File: config.mk
export PLATFORM = sky130hd
export DESIGN_NAME = target_ddr_rx_deser
export DESIGN_NICKNAME = d
export VERILOG_FILES = /design/src/rtl/target_ddr_rx_deser.sv
export SDC_FILE = /design/constraint.sdc
export NUM_CORES = 1
export LEC_CHECK = 0
export ABC_CLOCK_PERIOD_IN_PS = 3400
export CORE_ASPECT_RATIO = 0.5
export CORE_MARGIN = 2
export CORE_UTILIZATION = 40
export CTS_BUF_LIST = sky130_fd_sc_hd__clkbuf_16
export DETAILED_ROUTE_END_ITERATION = 7
export GPL_TIMING_DRIVEN = 0
export PLACE_DENSITY = 0.62
export SYNTH_ARGS = -nofsm -noshare
export SYNTH_HDL_FRONTEND = slang
export SYNTH_SLANG_ARGS = --single-unit
File: constraint.sdc
create_clock -name i_sys_clk -period 3.4 [get_ports i_sys_clk]
set_input_delay 0.34 -clock i_sys_clk [delete_from_list [all_inputs] [get_ports i_sys_clk]]
set_output_delay 0.34 -clock i_sys_clk [all_outputs]
set_load 0.02 [all_outputs]
File: src/rtl/target_ddr_rx_deser.sv
// HDR-DDR target receive deserializer: samples SDA on both SCL edges, assembles
// preamble / command / data / CRC fields, checks parity, CRC token and CRC5.
module target_ddr_rx_deser #(
    parameter int         WORD_W      = 16,
    parameter logic [6:0] TARGET_ADDR = 7'h66,
    parameter logic [6:0] BCAST_ADDR  = 7'h7E,
    parameter logic [4:0] CRC_INIT    = 5'h1F
) (
    input  logic              i_sys_clk,
    input  logic              i_sys_rst,
    input  logic              i_rx_en,
    input  logic [1:0]        i_rx_mode,
    input  logic              i_scl_pos_edge,
    input  logic              i_scl_neg_edge,
    input  logic              i_sda,
    input  logic              i_crc_clr,
    output logic              o_done,
    output logic [WORD_W-1:0] o_word,
    output logic              o_word_valid,
    output logic [1:0]        o_pre,
    output logic              o_rnw,
    output logic [1:0]        o_addr_match,
    output logic [2:0]        o_err,
    output logic [4:0]        o_crc_calc
);

    localparam int SR_W  = WORD_W + 1;
    localparam int CNT_W = $clog2(WORD_W + 2);

    typedef enum logic [1:0] {
        S_IDLE,
        S_SHIFT,
        S_DONE
    } state_t;

    state_t            state_q, state_d;
    logic [1:0]        mode_q, mode_d;
    logic [CNT_W-1:0]  cnt_q, cnt_d;
    logic [SR_W-1:0]   sr_q, sr_d;
    logic [4:0]        crc_q, crc_d;
    logic              done_q, done_d;
    logic [WORD_W-1:0] word_q, word_d;
    logic              wvalid_q, wvalid_d;
    logic [1:0]        pre_q, pre_d;
    logic              rnw_q, rnw_d;
    logic [1:0]        amatch_q, amatch_d;
    logic [2:0]        err_q, err_d;

    logic              sample;
    logic              start;
    logic [1:0]        cur_mode;
    logic [CNT_W-1:0]  idx;
    logic [CNT_W-1:0]  last_idx;
    logic [4:0]        crc_base;
    logic [WORD_W+1:0] field;
    logic [1:0]        par_calc;

    function automatic logic [4:0] crc5_step(input logic [4:0] c, input logic b);
        logic fb;
        fb = c[4] ^ b;
        return {c[3:0], 1'b0} ^ {2'b00, fb, 1'b0, fb};
    endfunction

    assign sample   = (i_scl_pos_edge | i_scl_neg_edge) & i_rx_en;
    assign start    = sample && (state_q != S_SHIFT);
    assign cur_mode = start ? i_rx_mode : mode_q;
    assign idx      = start ? '0 : cnt_q;
    // The bit being sampled this cycle completes the field view.
    assign field    = {sr_q, i_sda};

    always_comb begin
        case (cur_mode)
            2'b00:   last_idx = CNT_W'(1);
            2'b11:   last_idx = CNT_W'(8);
            default: last_idx = CNT_W'(WORD_W + 1);
        endcase
    end

    always_comb begin
        logic [WORD_W-1:0] w;
        logic              p_odd;
        logic              p_even;
        w      = field[WORD_W+1:2];
        p_odd  = 1'b0;
        p_even = 1'b0;
        for (int unsigned i = 0; i < WORD_W; i++) begin
            if (i[0]) p_odd  = p_odd ^ w[i];
            else      p_even = p_even ^ w[i];
        end
        par_calc = {p_odd, ~p_even};
    end

    always_comb begin
        state_d  = state_q;
        mode_d   = mode_q;
        cnt_d    = cnt_q;
        sr_d     = sr_q;
        done_d   = 1'b0;
        word_d   = word_q;
        wvalid_d = 1'b0;
        pre_d    = pre_q;
        rnw_d    = rnw_q;
        amatch_d = amatch_q;
        err_d    = err_q;

        crc_base = (i_crc_clr || (start && i_rx_mode == 2'b01)) ? CRC_INIT : crc_q;
        crc_d    = crc_base;

        if (!i_rx_en) begin
            state_d = S_IDLE;
            cnt_d   = '0;
        end else if (sample) begin
            sr_d   = {sr_q[SR_W-2:0], i_sda};
            mode_d = cur_mode;
            if ((cur_mode == 2'b01 || cur_mode == 2'b10) && idx < CNT_W'(WORD_W))
                crc_d = crc5_step(crc_base, i_sda);
            if (idx == last_idx) begin
                // Results are registered together with the done pulse.
                state_d = S_DONE;
                cnt_d   = '0;
                done_d  = 1'b1;
                case (cur_mode)
                    2'b00: begin
                        pre_d = field[1:0];
                        err_d = '0;
                    end
                    2'b11: begin
                        err_d = {field[4:0] != crc_q, field[8:5] != 4'hC, 1'b0};
                    end
                    default: begin
                        word_d   = field[WORD_W+1:2];
                        wvalid_d = 1'b1;
                        err_d    = {2'b00, field[1:0] != par_calc};
                        if (cur_mode == 2'b01) begin
                            rnw_d = field[WORD_W+1];
                            if (field[9:3] == TARGET_ADDR)     amatch_d = 2'b01;
                            else if (field[9:3] == BCAST_ADDR) amatch_d = 2'b10;
                            else                               amatch_d = 2'b00;
                        end
                    end
                endcase
            end else begin
                state_d = S_SHIFT;
                cnt_d   = idx + CNT_W'(1);
            end
        end else if (state_q == S_DONE) begin
            state_d = S_IDLE;
        end
    end

    always_ff @(posedge i_sys_clk) begin
        if (!i_sys_rst) begin
            state_q  <= S_IDLE;
            mode_q   <= '0;
            cnt_q    <= '0;
            sr_q     <= '0;
            crc_q    <= CRC_INIT;
            done_q   <= 1'b0;
            word_q   <= '0;
            wvalid_q <= 1'b0;
            pre_q    <= '0;
            rnw_q    <= 1'b0;
            amatch_q <= '0;
            err_q    <= '0;
        end else begin
            state_q  <= state_d;
            mode_q   <= mode_d;
            cnt_q    <= cnt_d;
            sr_q     <= sr_d;
            crc_q    <= crc_d;
            done_q   <= done_d;
            word_q   <= word_d;
            wvalid_q <= wvalid_d;
            pre_q    <= pre_d;
            rnw_q    <= rnw_d;
            amatch_q <= amatch_d;
            err_q    <= err_d;
        end
    end

    assign o_done       = done_q;
    assign o_word       = word_q;
    assign o_word_valid = wvalid_q;
    assign o_pre        = pre_q;
    assign o_rnw        = rnw_q;
    assign o_addr_match = amatch_q;
    assign o_err        = err_q;
    assign o_crc_calc   = crc_q;

endmodule
==> run_results.csv <==
group,metric,value,unit
route,drt-vias-per-instance,4.96,
route,drt_drc_violations_left,0,
final_layout,areaGrowthSynthToFinish,32.2,%
place,routabilityCongestion,0.812,
synthesis,ys_ff_latch,57,
clock_network,htreeDepth,3,
route,first_pass_iters,4,
critical_path,rr_endpoint,"o_err[2]$_SDFFE_PN0P_",
clock_network,cts_tree,"yes",
final_layout,final_util,54.9,%
synthesis,synthMuxAreaShare,3.57,%
critical_path,cp.arrival,3.38,ns
final_layout,layout-drive-gt1-share,5.93,%
final_layout,final_common_cell,"nand2_1",
place,place_hpwl,4210,µm
synthesis,netlist_instances,301,
synthesis,synth_top_family_by_area,"simple AND/OR/NAND/NOR gates",
sta,worst_pin_slew,0.643,ns
route,ant_nets,0,
synthesis,avgSynthCellArea,8.39,µm²
job,maxCapViolations,0,
sta,layout_min_cycle_time,3.19,ns
synthesis,synth-adder-area-share,2.48,%
synthesis,synth_compound_area_share,14.5,%
synthesis,yosysWarningCount,0,
global_routing,grt_pass1_wl,9590,µm
sta,period_share,93.7,%
synthesis,syn-num-nets,315,
final_layout,mostFrequentLayoutCells,"nand2_1, dfxtp_1, a21oi_1",
pwr,total_power,1700,µW
synthesis,synth.distinct_cells,41,
sta,slew_viol_final,0,
clock_network,post_cts_buffers,0,
final_layout,final_cells,442,
sta,max_freq,314,MHz
sta,rsz0062_at_grt,"no",
place,portBuffers,37,
clock_network,clk_transition_reported_paths,0.05,ns
route,drt-total-wl,5970,µm
final_layout,n_antenna_cell,0,
critical_path,r2r_start,"state_q[0]$_SDFFE_PN0P_",
sta,setup_slack,0.215,ns
route,drt_iter0_markers,80,
synthesis,synth_area_leaders,"dfxtp_1, nand2_1, a21oi_1, xnor2_1, mux2i_1",
clock_network,cts_buffer_depth,2,
clock_network,cts_root_buf,"clkbuf_16",
sta,fin_worst_skew,0.00554,ns
critical_path,end_kind,"flip-flop",
global_routing,antenna_found_initial,0,
critical_path,worstPathRequired,3.60,ns
global_routing,grt_max_degree,11,
critical_path,path_class,"in2reg",
clock_network,insertion_delay,0.33,ns
synthesis,ys.flop_type,"dfxtp_1",
pwr,ir_worst_vdd,0.318,mV
floorplan,die_h,60.2,µm
floorplan,rows,20,
clock_network,holdBufCountCts,0,
synthesis,synth_area_leader_cell,"dfxtp_1",
floorplan,ios,40,
global_routing,track_usage,18.8,%
status,status,"completed",
synthesis,ys_seq_area_share,45.2,%
sta,setup_viol,0,
critical_path,critPathLaunchType,"primary input",
synthesis,synth_edf_count,0,
floorplan,fp.dieArea,7000,µm²
sta,hold_viol,0,
global_routing,grt_pass1_vias,2027,
synthesis,netlist_area,2520,µm²
pwr,leakage,0.00121,µW
critical_path,r2r_slack,0.43,ns
synthesis,synth-simple-area-share,22.1,%
synthesis,ys_async_sr_fraction,0,%
pwr,power.density,510,nW/µm²
final_layout,final_nets,363,
sta,tns,0,ns
floorplan,start_util,41.5,%
clock_network,cts_buffers,9,
route,wire_per_inst,13.5,µm
route,via_count,2193,
critical_path,crit_end,"o_err[2]$_SDFFE_PN0P_",
worst_hold_path,hp-class,"in2reg",
floorplan,coreArea,6080,µm²
place,placed_cells,426,
synthesis,synthXorXnorAreaFrac,8.37,%
clock_network,numClockSinks,57,
critical_path,reg2regPathDepth,11,
floorplan,die_x,116,µm
sta,slew_headroom,57.0,%
critical_path,critPathMaxFanout,8,
critical_path,cp-startpoint,"i_rx_en",
synthesis,synth_largest_type_area_fraction,45.2,%
global_routing,grt-ovfl-total,0,
place,place_ws,-0.405,ns
## logic make-up after synthesis
family,Yosys count
and+or+nand+nor,124
muxes,9
AOI/OAI and AO/OA,63
buffers and inverters,22
DFF,57
adders and majority gates,5
xor gates and xnor gates,21
## flip-flops by register name, summed over array words and instances, names as in the netlist, 2 cells and up
signal	count
mode_q	2
state_q	2
o_addr_match	2
o_pre	2
o_word	16
sr_q	17
o_err	3
cnt_q	5
o_crc_calc	5
## worst min path at each step
stage | from | to | slack (ns) | depth (start not counted)
6_report | i_sys_rst | o_crc_calc[0]$_SDFF_PN1_ | 0.38 | 2
5_1_grt | i_sys_rst | o_crc_calc[0]$_SDFF_PN1_ | 0.39 | 2
4_1_cts | i_sys_rst | o_crc_calc[0]$_SDFF_PN1_ | 0.36 | 2
3_5_place_dp | o_word[10]$_SDFFE_PN0P_ | o_word[10]$_SDFFE_PN0P_ | 0.45 | 2
3_3_place_gp | o_word[9]$_SDFFE_PN0P_ | o_word[9]$_SDFFE_PN0P_ | 0.44 | 2
2_1_floorplan | sr_q[10]$_SDFFE_PN0P_ | sr_q[11]$_SDFFE_PN0P_ | 0.47 | 2
## through the flow
stage / hold WS [ns] / cell area, µm²
final: 0.380 / 3340
after global routing: 0.390 / 3340
after CTS: 0.365 / 3320
after detailed placement: 0.447 / 3010
after global placement: 0.442 / 3010
after floorplan: 0.469 / 2520
## synth_stat cells, drive strengths merged (2+ instances only)
master	instances
nor3	6
nand3	8
nor2	15
nor2b	5
o22ai	2
buf	4
o21ai	11
inv	5
xor2	7
and2	3
nand2b	2
nand4	3
mux2i	9
o211ai	2
clkbuf	13
a31oi	2
dfxtp	57
a21oi	39
nand2	73
a211oi	2
xnor3	2
ha	5
xnor2	12
## what timing repair did
action	CTS	global route
gates cloned	0	0
setup endpoints to repair	6	27
gates resized for setup	2	4
hold endpoints to repair	0	0
pin swaps	0	0
## critical path: stages
cell             delay (ns)
clkdlybuf4s50_1        0.58
o21ai_4                0.14
nor2_4                 0.21
mux2i_2                0.36
inv_1                  0.11
ha_1                   0.21
or3b_4                 0.39
a2111oi_4              0.44
and2_1                 0.18
buf_2                  0.18
mux2i_1                0.20
nor2_1                 0.05
## layout make-up
class	instances	area, µm²
Clock buffer	9	225
Timing Repair Buffer	37	370
Sequential cell	57	1140
Clock inverter	7	80.1
Multi-Input combinational cell	222	1320
Inverter	5	18.8
Tap cell	88	110
Fill cell	579	2740
Buffer	17	76.3
## per-layer routing
layer / wire length, µm / global-route usage [%]
met1: 2820 / 23.4
met2: 2730 / 29.5
met3: 307 / 7.10
met4: 116 / 8.16
met5: 0 / 0
## where the power goes
| part | switching (µW) | internal, µW | leakage, µW |
|---|---|---|---|
| logic | 64.7 | 38.5 | 0.000584 |
| registers | 5.82 | 675 | 0.000460 |
| clock network | 290 | 627 | 0.000164 |
| total | 361 | 1340 | 0.00121 |
Note: power is estimated with default switching activity, not from simulation.
